File: src/rtl/rvec_pkg.sv
// rvec_pkg: shared definitions for the golden-response recorder.
//   - rvec_state_e : capture FSM states
//   - CNT_W        : width of the sample counter and window length
//   - SIG_W/SIG_ROT: width and rotate amount of the running response signature
//   - sig_next()   : one signature update step (rotate left, XOR sample)
package rvec_pkg;

    typedef enum logic [1:0] {
        ST_IDLE  = 2'd0,
        ST_RUN   = 2'd1,
        ST_DRAIN = 2'd2,
        ST_DONE  = 2'd3
    } rvec_state_e;

    localparam int CNT_W   = 16;
    localparam int SIG_W   = 16;
    localparam int SIG_ROT = 1;

    // Rotate the signature left by SIG_ROT and fold in an already-width-matched sample.
    function automatic logic [SIG_W-1:0] sig_next(input logic [SIG_W-1:0] sig,
                                                  input logic [SIG_W-1:0] smp);
        return {sig[SIG_W-1-SIG_ROT:0], sig[SIG_W-1 -: SIG_ROT]} ^ smp;
    endfunction

endpackage

File: src/rtl/rvec_fifo.sv
// rvec_fifo: synchronous FIFO, DEPTH x W, for buffering captured samples.
// Ports:
//   clk, rst      : clock, synchronous active-high reset (flushes contents)
//   flush         : synchronous flush (same effect as rst on pointers/flags)
//   push, wdata   : write request and data; ignored when full unless popping
//   pop           : read request; ignored when empty
//   rdata         : head entry, forced to zero while empty
//   empty, full   : registered occupancy flags
// A push and a pop in the same cycle on a full FIFO both take effect.
module rvec_fifo #(
    parameter int W     = 2,
    parameter int DEPTH = 16
) (
    input  logic         clk,
    input  logic         rst,
    input  logic         flush,
    input  logic         push,
    input  logic [W-1:0] wdata,
    input  logic         pop,
    output logic [W-1:0] rdata,
    output logic         empty,
    output logic         full
);

    localparam int AW = $clog2(DEPTH);

    logic [W-1:0]  mem_r [DEPTH];
    logic [AW-1:0] wr_ptr_r;
    logic [AW-1:0] rd_ptr_r;
    logic [AW:0]   count_r;
    logic [AW:0]   count_nxt_s;
    logic          empty_r;
    logic          full_r;
    logic          do_push_s;
    logic          do_pop_s;

    assign do_pop_s  = pop & ~empty_r;
    // A full FIFO still accepts a write when the head leaves in the same cycle.
    assign do_push_s = push & (~full_r | do_pop_s);

    // Occupancy after this cycle's push/pop.
    always_comb begin
        count_nxt_s = count_r;
        case ({do_push_s, do_pop_s})
            2'b10:   count_nxt_s = count_r + (AW+1)'(1);
            2'b01:   count_nxt_s = count_r - (AW+1)'(1);
            default: count_nxt_s = count_r;
        endcase
    end

    // Pointers, count and registered flags.
    always_ff @(posedge clk) begin
        if (rst || flush) begin
            wr_ptr_r <= '0;
            rd_ptr_r <= '0;
            count_r  <= '0;
            empty_r  <= 1'b1;
            full_r   <= 1'b0;
        end else begin
            if (do_push_s) begin
                wr_ptr_r <= wr_ptr_r + AW'(1);
            end
            if (do_pop_s) begin
                rd_ptr_r <= rd_ptr_r + AW'(1);
            end
            count_r <= count_nxt_s;
            empty_r <= (count_nxt_s == (AW+1)'(0));
            full_r  <= (count_nxt_s == (AW+1)'(DEPTH));
        end
    end

    // Storage array; contents need no reset because the flags gate visibility.
    always_ff @(posedge clk) begin
        if (do_push_s) begin
            mem_r[wr_ptr_r] <= wdata;
        end
    end

    // Head read, held at zero while empty so the output has a defined idle value.
    always_comb begin
        if (empty_r) begin
            rdata = '0;
        end else begin
            rdata = mem_r[rd_ptr_r];
        end
    end

    assign empty = empty_r;
    assign full  = full_r;

endmodule

File: src/rtl/rvec_writer.sv
// rvec_writer: golden-response recorder. Captures dut_out once per clock over a
// programmed window, delays it SAMPLE_DELAY stages, buffers it in a FIFO and
// streams it out over a valid/ready link.
// Ports:
//   clk, rst            : clock (shared with the DUT), synchronous active-high reset
//   start, num_cycles   : begin a window of num_cycles samples (accepted in IDLE only)
//   dut_out             : fault-free DUT output being recorded
//   m_data/m_valid/m_ready : output stream
//   busy                : window in progress (RUN/DRAIN, one cycle behind the state)
//   done                : one-cycle end-of-window pulse
//   overflow            : sticky, a sample was dropped on a full FIFO
//   sample_cnt          : samples captured so far (drops included)
//   signature           : running MISR of captured samples (only with RVEC_SIG_EN)
// Optional feature macro: RVEC_SIG_EN.
module rvec_writer
    import rvec_pkg::*;
#(
    parameter int OUT_W        = 2,
    parameter int SAMPLE_DELAY = 1,
    parameter int DEPTH        = 16
) (
    input  logic             clk,
    input  logic             rst,
    input  logic             start,
    input  logic [CNT_W-1:0] num_cycles,
    input  logic [OUT_W-1:0] dut_out,
    output logic [OUT_W-1:0] m_data,
    output logic             m_valid,
    input  logic             m_ready,
    output logic             busy,
    output logic             done,
    output logic             overflow,
    output logic [CNT_W-1:0] sample_cnt
`ifdef RVEC_SIG_EN
    ,
    output logic [SIG_W-1:0] signature
`endif
);

    rvec_state_e      state_r;
    rvec_state_e      state_nxt_s;
    logic [CNT_W-1:0] num_r;
    logic [CNT_W-1:0] cnt_r;
    logic             busy_r;
    logic             done_r;
    logic             ovf_r;

    logic             accept_s;
    logic             capture_s;
    logic             last_s;
    logic             busy_nxt_s;
    logic             done_nxt_s;

    logic [OUT_W-1:0]        pipe_data_r [SAMPLE_DELAY];
    logic [SAMPLE_DELAY-1:0] pipe_vld_r;
    logic                    pipe_empty_s;

    logic             fifo_push_s;
    logic             fifo_pop_s;
    logic             fifo_empty_s;
    logic             fifo_full_s;
    logic [OUT_W-1:0] fifo_rdata_s;
    logic             drop_s;

    assign accept_s     = start & (state_r == ST_IDLE);
    assign last_s       = capture_s & (cnt_r == (num_r - 16'd1));
    assign pipe_empty_s = (pipe_vld_r == '0);

    // FSM state register.
    always_ff @(posedge clk) begin
        if (rst) begin
            state_r <= ST_IDLE;
        end else begin
            state_r <= state_nxt_s;
        end
    end

    // FSM next-state logic; a zero-length window skips straight to DONE.
    always_comb begin
        state_nxt_s = state_r;
        case (state_r)
            ST_IDLE: begin
                if (start) begin
                    if (num_cycles == 16'd0) begin
                        state_nxt_s = ST_DONE;
                    end else begin
                        state_nxt_s = ST_RUN;
                    end
                end else begin
                    state_nxt_s = ST_IDLE;
                end
            end
            ST_RUN: begin
                if (last_s) begin
                    state_nxt_s = ST_DRAIN;
                end else begin
                    state_nxt_s = ST_RUN;
                end
            end
            ST_DRAIN: begin
                // Wait for every tagged sample to reach the host.
                if (pipe_empty_s && fifo_empty_s) begin
                    state_nxt_s = ST_DONE;
                end else begin
                    state_nxt_s = ST_DRAIN;
                end
            end
            ST_DONE: begin
                state_nxt_s = ST_IDLE;
            end
            default: begin
                state_nxt_s = ST_IDLE;
            end
        endcase
    end

    // FSM output decode; busy/done are registered one cycle later.
    always_comb begin
        capture_s  = 1'b0;
        busy_nxt_s = 1'b0;
        done_nxt_s = 1'b0;
        case (state_r)
            ST_IDLE: begin
                capture_s  = 1'b0;
                busy_nxt_s = 1'b0;
                done_nxt_s = 1'b0;
            end
            ST_RUN: begin
                capture_s  = 1'b1;
                busy_nxt_s = 1'b1;
                done_nxt_s = 1'b0;
            end
            ST_DRAIN: begin
                capture_s  = 1'b0;
                busy_nxt_s = 1'b1;
                done_nxt_s = 1'b0;
            end
            ST_DONE: begin
                capture_s  = 1'b0;
                busy_nxt_s = 1'b0;
                done_nxt_s = 1'b1;
            end
            default: begin
                capture_s  = 1'b0;
                busy_nxt_s = 1'b0;
                done_nxt_s = 1'b0;
            end
        endcase
    end

    // Registered status outputs.
    always_ff @(posedge clk) begin
        if (rst) begin
            busy_r <= 1'b0;
            done_r <= 1'b0;
        end else begin
            busy_r <= busy_nxt_s;
            done_r <= done_nxt_s;
        end
    end

    // Window length latch and capture counter.
    always_ff @(posedge clk) begin
        if (rst) begin
            num_r <= 16'd0;
            cnt_r <= 16'd0;
        end else if (accept_s) begin
            num_r <= num_cycles;
            cnt_r <= 16'd0;
        end else if (capture_s) begin
            cnt_r <= cnt_r + 16'd1;
        end
    end

    // Alignment pipeline: each stage carries a sample and its valid tag.
    always_ff @(posedge clk) begin
        if (rst || accept_s) begin
            pipe_vld_r <= '0;
            for (int i = 0; i < SAMPLE_DELAY; i++) begin
                pipe_data_r[i] <= '0;
            end
        end else begin
            pipe_vld_r[0]  <= capture_s;
            pipe_data_r[0] <= dut_out;
            for (int i = 1; i < SAMPLE_DELAY; i++) begin
                pipe_vld_r[i]  <= pipe_vld_r[i-1];
                pipe_data_r[i] <= pipe_data_r[i-1];
            end
        end
    end

    assign fifo_push_s = pipe_vld_r[SAMPLE_DELAY-1];
    assign fifo_pop_s  = ~fifo_empty_s & m_ready;
    // A full FIFO only loses the sample when the host is not draining it this cycle.
    assign drop_s      = fifo_push_s & fifo_full_s & ~fifo_pop_s;

    // Sticky drop indicator, cleared for each new window.
    always_ff @(posedge clk) begin
        if (rst || accept_s) begin
            ovf_r <= 1'b0;
        end else if (drop_s) begin
            ovf_r <= 1'b1;
        end
    end

    rvec_fifo #(
        .W     (OUT_W),
        .DEPTH (DEPTH)
    ) u_fifo (
        .clk   (clk),
        .rst   (rst),
        .flush (accept_s),
        .push  (fifo_push_s),
        .wdata (pipe_data_r[SAMPLE_DELAY-1]),
        .pop   (fifo_pop_s),
        .rdata (fifo_rdata_s),
        .empty (fifo_empty_s),
        .full  (fifo_full_s)
    );

`ifdef RVEC_SIG_EN
    localparam int FOLD_N = (OUT_W + SIG_W - 1) / SIG_W;

    logic [SIG_W-1:0] sig_r;

    // Fold a sample into SIG_W bits by XOR of its SIG_W-bit slices (zero-extended).
    function automatic logic [SIG_W-1:0] fold_sample(input logic [OUT_W-1:0] s);
        logic [FOLD_N*SIG_W-1:0] ext;
        logic [SIG_W-1:0]        acc;
        ext            = '0;
        ext[OUT_W-1:0] = s;
        acc            = '0;
        for (int i = 0; i < FOLD_N; i++) begin
            acc = acc ^ ext[i*SIG_W +: SIG_W];
        end
        return acc;
    endfunction

    // Signature advances at capture time, so dropped samples are still covered.
    always_ff @(posedge clk) begin
        if (rst || accept_s) begin
            sig_r <= 16'd0;
        end else if (capture_s) begin
            sig_r <= sig_next(sig_r, fold_sample(dut_out));
        end
    end

    assign signature = sig_r;
`endif

    assign m_data     = fifo_rdata_s;
    assign m_valid    = ~fifo_empty_s;
    assign busy       = busy_r;
    assign done       = done_r;
    assign overflow   = ovf_r;
    assign sample_cnt = cnt_r;

endmodule

File: config.mk
export PLATFORM = sky130hd
export DESIGN_NAME = rvec_writer
export DESIGN_NICKNAME = d
export VERILOG_FILES = /design/src/rtl/rvec_pkg.sv /design/src/rtl/rvec_fifo.sv /design/src/rtl/rvec_writer.sv
export SDC_FILE = /design/constraint.sdc
export NUM_CORES = 1
export LEC_CHECK = 0
export ABC_AREA = 1
export CAP_MARGIN = 20
export CORE_ASPECT_RATIO = 0.5
export CORE_MARGIN = 5
export CORE_UTILIZATION = 35
export DETAILED_ROUTE_END_ITERATION = 6
export SKIP_CTS_REPAIR_TIMING = 1
export SLEW_MARGIN = 10
export SYNTH_ARGS = -nofsm -noshare
export SYNTH_HDL_FRONTEND = slang
export SYNTH_SLANG_ARGS = --single-unit
export TNS_END_PERCENT = 30
File: constraint.sdc
create_clock -name clk -period 2.5 [get_ports clk]
set_clock_uncertainty 0.15 [all_clocks]
set_input_delay 0.5 -clock clk [delete_from_list [all_inputs] [get_ports clk]]
set_output_delay 0.5 -clock clk [all_outputs]
set_load 0.01 [all_outputs]
======== After elaboration in Yosys (flattened, before gate mapping) ========
Memory sizes are Yosys's and may differ from the RTL's. A register that Yosys moved wholly into a read port is not among the register bits.
Cells that the tools add are included.
operators by class
  mux-type cells .......................... 19
  equal/unequal tests ..................... 7
  order comparisons ....................... 0
  divide/modulo/power cells ............... 0
  reductions and logical operators ........ 11
  bitwise operators ....................... 12
  multipliers ............................. 0
  shifts and indexed selects .............. 0
  $add $sub $neg .......................... 6
operator list
  kind                                                                    count
  16-bit by 1-bit adder with 16-bit output (second input constant)        1
  16-bit equality test                                                    1
  16-bit logical NOT                                                      1
  16-bit by 1-bit subtractor with 16-bit output (second input constant)   1
  2-bit 2-to-1 mux                                                        5
  5-bit one-hot mux with 2 select lines                                   1
  4-bit by 1-bit adder with 4-bit output (second input constant)          2
  4-bit 2-to-1 mux                                                        2
  2-bit one-hot mux with 4 select lines                                   1
  2-bit OR reduction                                                      4
  1-bit bitwise AND                                                       7
  1-bit 2-to-1 mux                                                        7
  2-bit equality test (second input constant)                             3
  1-bit one-hot mux with 2 select lines                                   3
  3-bit OR reduction                                                      2
  5-bit by 1-bit adder with 5-bit output (second input constant)          1
  5-bit equality test (second input constant)                             1
  5-bit logical NOT                                                       1
  5-bit by 1-bit subtractor with 5-bit output (second input constant)     1
  2-bit by 1-bit equality test with 1-bit output (second input constant)  2
  1-bit NOT                                                               4
  2-bit logical NOT                                                       1
  1-bit logical AND                                                       1
  1-bit logical OR                                                        1
  1-bit bitwise OR                                                        1
word-level totals
  memories kept ........................... 2
  RAM bits ................................ 34
  latch bits .............................. 0
  word-level logic and storage cells ...... 69
  output and inout bits ................... 22
  register bits after elaboration ......... 53
  bits in read-only memories .............. 0
memories
  memory        depth  width  read ports  clocked after Yosys merged registers in  write ports  line               RTL
  u_fifo.mem_r  16     2      1           1                                        1            rvec_fifo.sv:27    logic [W-1:0] mem_r [DEPTH];
  pipe_data_r   1      2      1           0                                        1            rvec_writer.sv:54  logic [OUT_W-1:0] pipe_data_r [SAMPLE_DELAY];

======== Depth between registers and ports, before layout ========
  depth after elaboration ................. 8
  mapped depth ............................ 15

======== Hierarchy ========
Synthesis repeated with hierarchy kept, for this count alone.
second synthesis, totals
  cell total of the unflattened synthesis .. 579
  area, all modules ....................... 4657.0 um^2
modules (own cells, without submodules)
  module       sequential area each (um^2)  times used  area an instance (um^2)  cells an instance
  rvec_fifo    1341.3                       1           2349.8                   240
  rvec_writer  800.8                        1           2307.2                   339

======== Worst setup path before layout ========
OpenSTA, ideal clock, no wires.
  path kind ............................... input to register
  start point ............................. in m_ready
  end point ............................... reg u_fifo.empty_r (netlist: u_fifo.empty)
  setup slack ............................. -0.040 ns
  library setup time ...................... 0.126 ns
  data required time ...................... 2.224 ns
  buffers on the path ..................... 0
  arrival ................................. 2.263 ns
  stages on the path ...................... 14
  path through ............................ nand2_1 -> a21oi_2 -> inv_1 -> ha_1 -> ha_1 -> nand2_1 -> nor2_1 -> a211oi_1 -> nand2_1 -> nand2_1 -> nor2_1 -> xnor2_1 -> nor2_1 -> a21oi_1
on the way
  word-level cells in the longest chain between the ends .. 7
  elaborated cells between the ends (all ways) .. 8
ends and longest elaborated chain
  what                                                                                   line                RTL
  start, declared                                                                        rvec_writer.sv:29   input logic m_ready,
  1-bit bitwise AND (*)                                                                  rvec_writer.sv:193  assign fifo_pop_s = ~fifo_empty_s & m_ready;
  1-bit bitwise AND (*)                                                                  rvec_fifo.sv:37     assign do_pop_s = pop & ~empty_r;
  1-bit bitwise OR                                                                       rvec_fifo.sv:39     assign do_push_s = push & (~full_r | do_pop_s);
  1-bit bitwise AND                                                                      rvec_fifo.sv:39
  2-bit by 1-bit equality test with 1-bit output or 2-bit equality test (tied branches)  rvec_fifo.sv:44     case ({do_push_s, do_pop_s})
  5-bit one-hot mux with 2 select lines (*)                                              rvec_fifo.sv:44
  5-bit logical NOT (*)                                                                  rvec_fifo.sv:67     empty_r <= (count_nxt_s == (AW+1)'(0));
  end signal, assigned                                                                   rvec_fifo.sv:67
  end, declared                                                                          rvec_fifo.sv:32     logic empty_r;
Every way passes the cells marked *; elsewhere a longest branch is shown, timed or not.
A chain may end at the register's enable or synchronous reset.

======== Worst setup path after layout ========
  start point ............................. in m_ready
  end point ............................... reg u_fifo.full_r (netlist: u_fifo.full)
on the way
  word-level cells in the longest chain between the ends .. 7
  elaborated cells between the ends (all ways) .. 8
ends and longest elaborated chain
  what                                                                                   line                RTL
  1-bit bitwise AND (*)                                                                  rvec_writer.sv:193
  1-bit bitwise AND (*)                                                                  rvec_fifo.sv:37
  1-bit bitwise OR                                                                       rvec_fifo.sv:39
  1-bit bitwise AND                                                                      rvec_fifo.sv:39
  2-bit by 1-bit equality test with 1-bit output or 2-bit equality test (tied branches)  rvec_fifo.sv:44
  5-bit one-hot mux with 2 select lines (*)                                              rvec_fifo.sv:44
  5-bit equality test (*)                                                                rvec_fifo.sv:68     full_r <= (count_nxt_s == (AW+1)'(DEPTH));
  end signal, assigned                                                                   rvec_fifo.sv:68
  end, declared                                                                          rvec_fifo.sv:33     logic full_r;
Marks and branches as above.

==> impl_metrics.csv <==
group,metric,value,unit
finish,multiInputGateArea,0.00217,mm²
logic_synthesis,syn_area_per_cell,8.24,µm²
global_route,grt_util_all_layers,13.2,%
clock_tree,htree_levels,3,
logic_synthesis,ys_seq_area_share,47.5,%
power,cellPowerDensity,625,mW/mm²
floorplan,initial_core_util,35.6,%
logic_synthesis,ys_warn_count,0,
worst_hold_path,whs_endpoint,"u_fifo.rd_ptr_r[2]",
finish,antenna_cells,0,
logic_synthesis,yosysUniqueCellTypes,42,
setup_path,r2r_setup_slack,0.25,ns
clock_tree,cts_root_buf,"clkbuf_16",
placement,dp.cells,770,
sta,setup_viol,0,
routing,ant_nets,0,
power,p_leak,2.18,nW
clock_tree,cts_made_buffers,9,
power,power,3.54,mW
logic_synthesis,netlist_area,0.00451,mm²
clock_tree,cts_tree,"done",
finish,n_fill_cell,1195,
logic_synthesis,synthCells,548,
setup_path,path_class,"primary input to register",
setup_path,rr_endpoint,"u_fifo.full",
sta,fin_crit_sh,99.4,%
placement,pre_cts_ws,-0.485,ns
logic_synthesis,synth_nets,587,
routing,vias,3697,
power,peakVddDrop,0.305,mV
finish,final_cells,786,
setup_path,worstPathArrival,2.59,ns
worst_hold_path,hp-class,"register to register",
placement,gp_congestion,0.851,
global_route,antenna_found_initial,0,
sta,fmax,0.402,GHz
sta,hold_violations,0,
finish,fin_nets,650,
sta,finalMaxSlewViolations,0,
logic_synthesis,synth-seq-cells,91,
routing,viasPerCell,4.70,
run_status,status,"completed",
floorplan,die_area,0.0154,mm²
finish,stdcell_area,0.00567,mm²
worst_hold_path,min_from,"u_fifo.rd_ptr_r[2]",
routing,drt_iter0_drc,156,
sta,hold-worst-slack,0.324,ns
finish,drive_gt1_share,11.2,%
floorplan,core-area,0.0127,mm²
finish,area_growth,25.6,%
floorplan,std_cell_rows,29,
setup_path,crit_fanout,4,
sta,fin_crit,2.49,ns
clock_tree,clk_pin_slew,0.06,ns
routing,wl,10100,µm
placement,io_buffers,43,
sta,setup_ws,0.0145,ns
setup_path,rr_worst_depth,12,
sta,rsz0062_at_grt,"yes",
finish,final_util,44.8,%
setup_path,worstPathRequired,2.61,ns
setup_path,start_kind,"primary input",
floorplan,chipHeight,90.3,µm
routing,wl_per_cell,12.8,µm
clock_tree,clock_sinks,91,
global_route,grt_max_degree,29,
sta,tightest_slew,0.566,ns
placement,placed_cell_area,0.00530,mm²
floorplan,pin_count,44,
placement,dp_hpwl,7640,µm
routing,drtPass1Iterations,5,
global_route,grt-ovfl-total,0,
worst_hold_path,min_path_cells,2,
finish,regArea,0.00214,mm²
sta,tns,0,ns
setup_path,crit-reg2reg-launch,"u_fifo.empty",
global_route,grt_pass1_wl,16600,µm
global_route,grt_pass1_vias,3485,
clock_tree,clock_path_buffers,2,
setup_path,critPathCaptureType,"register",
flow_run,cap_violations,0,
sta,slew_headroom,62.2,%
floorplan,die_w,171,µm
clock_tree,clk_latency,0.34,ns
routing,drcViolationCount,0,
[cell usage after synthesis (all sizes together)]
library cell	count	area, µm²
nand2	120	468
mux2i	1	10.0
dfxtp	59	1180
o221ai	5	43.8
a31oi	3	18.8
buf	4	15.0
a211oi	8	60.1
or2	6	37.5
nand3	17	85.1
nor4	6	58.8
xnor2	12	105
nand4	8	50.1
fa	1	20.0
o21a	1	7.51
clkbuf	5	20.0
edfxtp	32	961
nand3b	4	30.0
o21ai	24	120
inv	60	225
o22ai	4	25.0
nor2	95	418
and2	1	6.26
o211ai	3	22.5
a21oi	32	168
ha	16	200
xor2	10	87.6
nor3b	1	7.51
nor3	9	55.1
a21o	1	7.51
[cells by family after synthesis]
group	count (synthesis)	synth area share (%)
AND/OR/NAND/NOR	267	26.9
XOR/XNOR	22	4.27
AO/OA/AOI/OAI	81	10.5
multiplexers	1	0.222
adder cells (fa/ha/maj)	17	4.88
flip-flops	91	47.5
buffers and inverters	69	5.76
[power by group]
part           switching (mW)  total (mW)  leakage, nW  internal [mW]
logic                   0.267       0.471         1.25          0.204
registers              0.0404        1.60        0.774           1.56
clock network           0.582        1.47        0.155          0.889
[placed cells by master, fill, tap and decap left out, types with 2 or more instances in the layout]
cell type,n
nand2_1,117
nor2_1,84
dfxtp_1,58
inv_1,55
clkdlybuf4s50_1,41
edfxtp_1,32
a21oi_1,29
o21ai_0,22
nand3_1,17
buf_4,16
ha_1,13
xnor2_1,12
xor2_1,10
clkbuf_16,9
nand4_1,8
nor3_1,7
a211oi_1,7
nor2_2,6
inv_2,5
o221ai_1,5
o22ai_1,4
nand3b_1,4
nor2_4,4
nor4_1,4
a21oi_2,3
o211ai_1,3
or2_0,3
or2_2,3
ha_4,3
nand2_4,2
o21ai_1,2
a31oi_1,2
nor3_2,2
bufinv_16,2
dlymetal6s2s_1,2
buf_12,2
[critical path: stages]
cell and delay (ns):
clkdlybuf4s50_1 0.46, nand2_1 0.09, a21oi_2 0.17, inv_2 0.07, ha_4 0.19, ha_4 0.23
a21o_1 0.18, a31oi_2 0.17, nor2_1 0.06, o22ai_1 0.15, nand4_1 0.17, nor3_1 0.15
[cell type report]
cell class | count | share of cell area (%)
Sequential cell | 91 | 37.8
Tap cell | 170 | 3.75
Multi-Input combinational cell | 388 | 38.2
Timing Repair Buffer | 61 | 10.5
Clock buffer | 10 | 4.04
Clock inverter | 6 | 1.70
Inverter | 60 | 3.97
[per-layer routing]
layer  wire (µm)  global-route usage (%)
met5           0                       0
met4         102                    3.12
met3         482                    2.93
met2        4700                    22.2
met1        4770                    17.2
[worst max path at each step]
stage             start           end  slack, ns  depth (start not counted)
2_1_floorplan   m_ready  u_fifo.empty     -0.008                         14
5_1_grt         m_ready  u_fifo.empty      -0.21                         15
6_report        m_ready   u_fifo.full       0.01                         12
3_5_place_dp    m_ready   u_fifo.full      -0.49                         12
3_3_place_gp    m_ready  u_fifo.empty      -0.41                         15
4_1_cts        register     m_data[1]      -0.33                          6
[flip-flops by register name (all words and copies together), names as in the netlist, 2 cells and up, named ones only]
name,cells
num_r,16
pipe_data_r,2
sample_cnt,16
state_r,2
u_fifo.count_r,5
u_fifo.mem_r,32
u_fifo.rd_ptr_r,4
u_fifo.wr_ptr_r,4
(Power assumes the default switching activity.)
==> RTL change: new RTL, config.mk and constraints unchanged <==
The 4 states of `rvec_state_e` get a Gray code encoding in 2 bits.
--- a/src/rtl/rvec_pkg.sv
+++ b/src/rtl/rvec_pkg.sv
@@ -6,10 +6,10 @@
 package rvec_pkg;
 
     typedef enum logic [1:0] {
-        ST_IDLE  = 2'd0,
-        ST_RUN   = 2'd1,
-        ST_DRAIN = 2'd2,
-        ST_DONE  = 2'd3
+        ST_IDLE  = 2'b00,
+        ST_RUN   = 2'b01,
+        ST_DRAIN = 2'b11,
+        ST_DONE  = 2'b10
     } rvec_state_e;
 
     localparam int CNT_W   = 16;
Check against the original RTL: same outputs for any inputs over 10 cycles, from zero or initial values and one cycle with rst high; not proved beyond that.
==> RTL change against the original RTL <==
Wire length increased by 2.7%; largest cell class is now registers; combinational power increased by 12%; design area decreased by 4.0%; sequential cell count unchanged; area after synthesis decreased by 2.9%; worst setup slack improved by 66 ps; total power decreased by 2.4%; first-iteration DRC count increased by 24%.
==> RTL change: results <==
group,metric,value,unit
global_routing,grt_pass1_wl,16.8,mm
worst_setup_path,crit_family,"buffers and inverters",
yosys,ys_top_cells_by_count,"nand2_1 (103), nor2_1 (84), inv_1 (69)",
placed_design,place_area,0.00513,mm^2
cells_and_area,drive_above_1_share,9.98,%
pwr,p_leak,2.22,nW
worst_setup_path,worstPathArrival,2540,ps
detailed_routing,dr.first_iter.drc_count,193,
status,status,"completed",
yosys,synth_nets,575,
cells_and_area,layoutNonFillerInstCount,776,
global_routing,grt_usage,14.0,%
timing,worst_pin_slew,540,ps
cells_and_area,fin_util,45.3,%
global_routing,grt_use_met2,23.9,%
placed_design,placed_cells,760,
pwr,peakVddDrop,0.000356,V
global_routing,met1_usage,18.0,%
yosys,yosysSeqAreaShare,48.9,%
timing,period_needed,2420,ps
detailed_routing,vias_per_cell,4.73,
global_routing,grt_max_degree,30,
placed_design,place_congestion,0.861,
yosys,synth_area,0.00438,mm^2
yosys,ys_types,37,
detailed_routing,wl_per_cell,13.3,um
global_routing,globalRouteMet3Util,3.58,%
placed_design,post-dp-hpwl,7.77,mm
detailed_routing,firstDrtPassIters,4,
yosys,synthTopCellsByArea,"dfxtp_1 (27%), edfxtp_1 (22%), nand2_1 (8.8%)",
==> RTL change: report_power, final <==
group          internal [mW]  switching, mW
Clock                  0.693          0.608
Sequential              1.58         0.0506
Combinational          0.227          0.301
Total                   2.50          0.960
==> RTL change: cell families after synthesis <==
kind of cell / Yosys count / share of synthesized area, %
XOR/XNOR: 20 / 4.00
buffers and inverters: 81 / 7.20
AO/OA/AOI/OAI: 91 / 11.4
AND/OR/NAND/NOR: 246 / 24.9
adder cells (fa/ha/maj): 12 / 3.60
flip-flops: 91 / 48.9
==> RTL change: stage by stage <==
stage / hold WS [ps] / power, mW
final: 334 / 3.46
after global routing: 373 / 3.64
after CTS: 336 / 3.48
after detailed placement: 318 / 2.18
after global placement: 316 / 2.18
after floorplan: 297 / 1.98
==> RTL change: worst min-delay path, stage by stage, from the launching register on <==
cell	delay (ps)
dfxtp_1	320
o21ai_0	80
inv_1	50
==> RTL change: path summary, 6_finish.rpt <==
check	from	end	cells past startpoint
hold / removal	overflow$_SDFFE_PP0P_	overflow$_SDFFE_PP0P_	2
setup / recovery	m_ready	u_fifo.full$_SDFF_PP0_	16
setup reg to reg	u_fifo.empty$_SDFF_PP1_	u_fifo.full$_SDFF_PP0_	17
hold reg to reg	overflow$_SDFFE_PP0P_	overflow$_SDFFE_PP0P_	2
==> RTL change: cell type report <==
type	instances	area [um^2]
Inverter	74	278
Multi-Input combinational cell	369	1940
Clock inverter	7	60.1
Tap cell	165	206
Clock buffer	9	225
Timing Repair Buffer	61	583
Sequential cell	91	2150
Fill cell	1159	6580
==> RTL change: per-layer routing <==
layer / vias to the layer above / wire (um)
met4: 0 / 117
li1: 1914 / -
met3: 10 / 398
met1: 1676 / 4880
met2: 69 / 4930
met5: - / 0
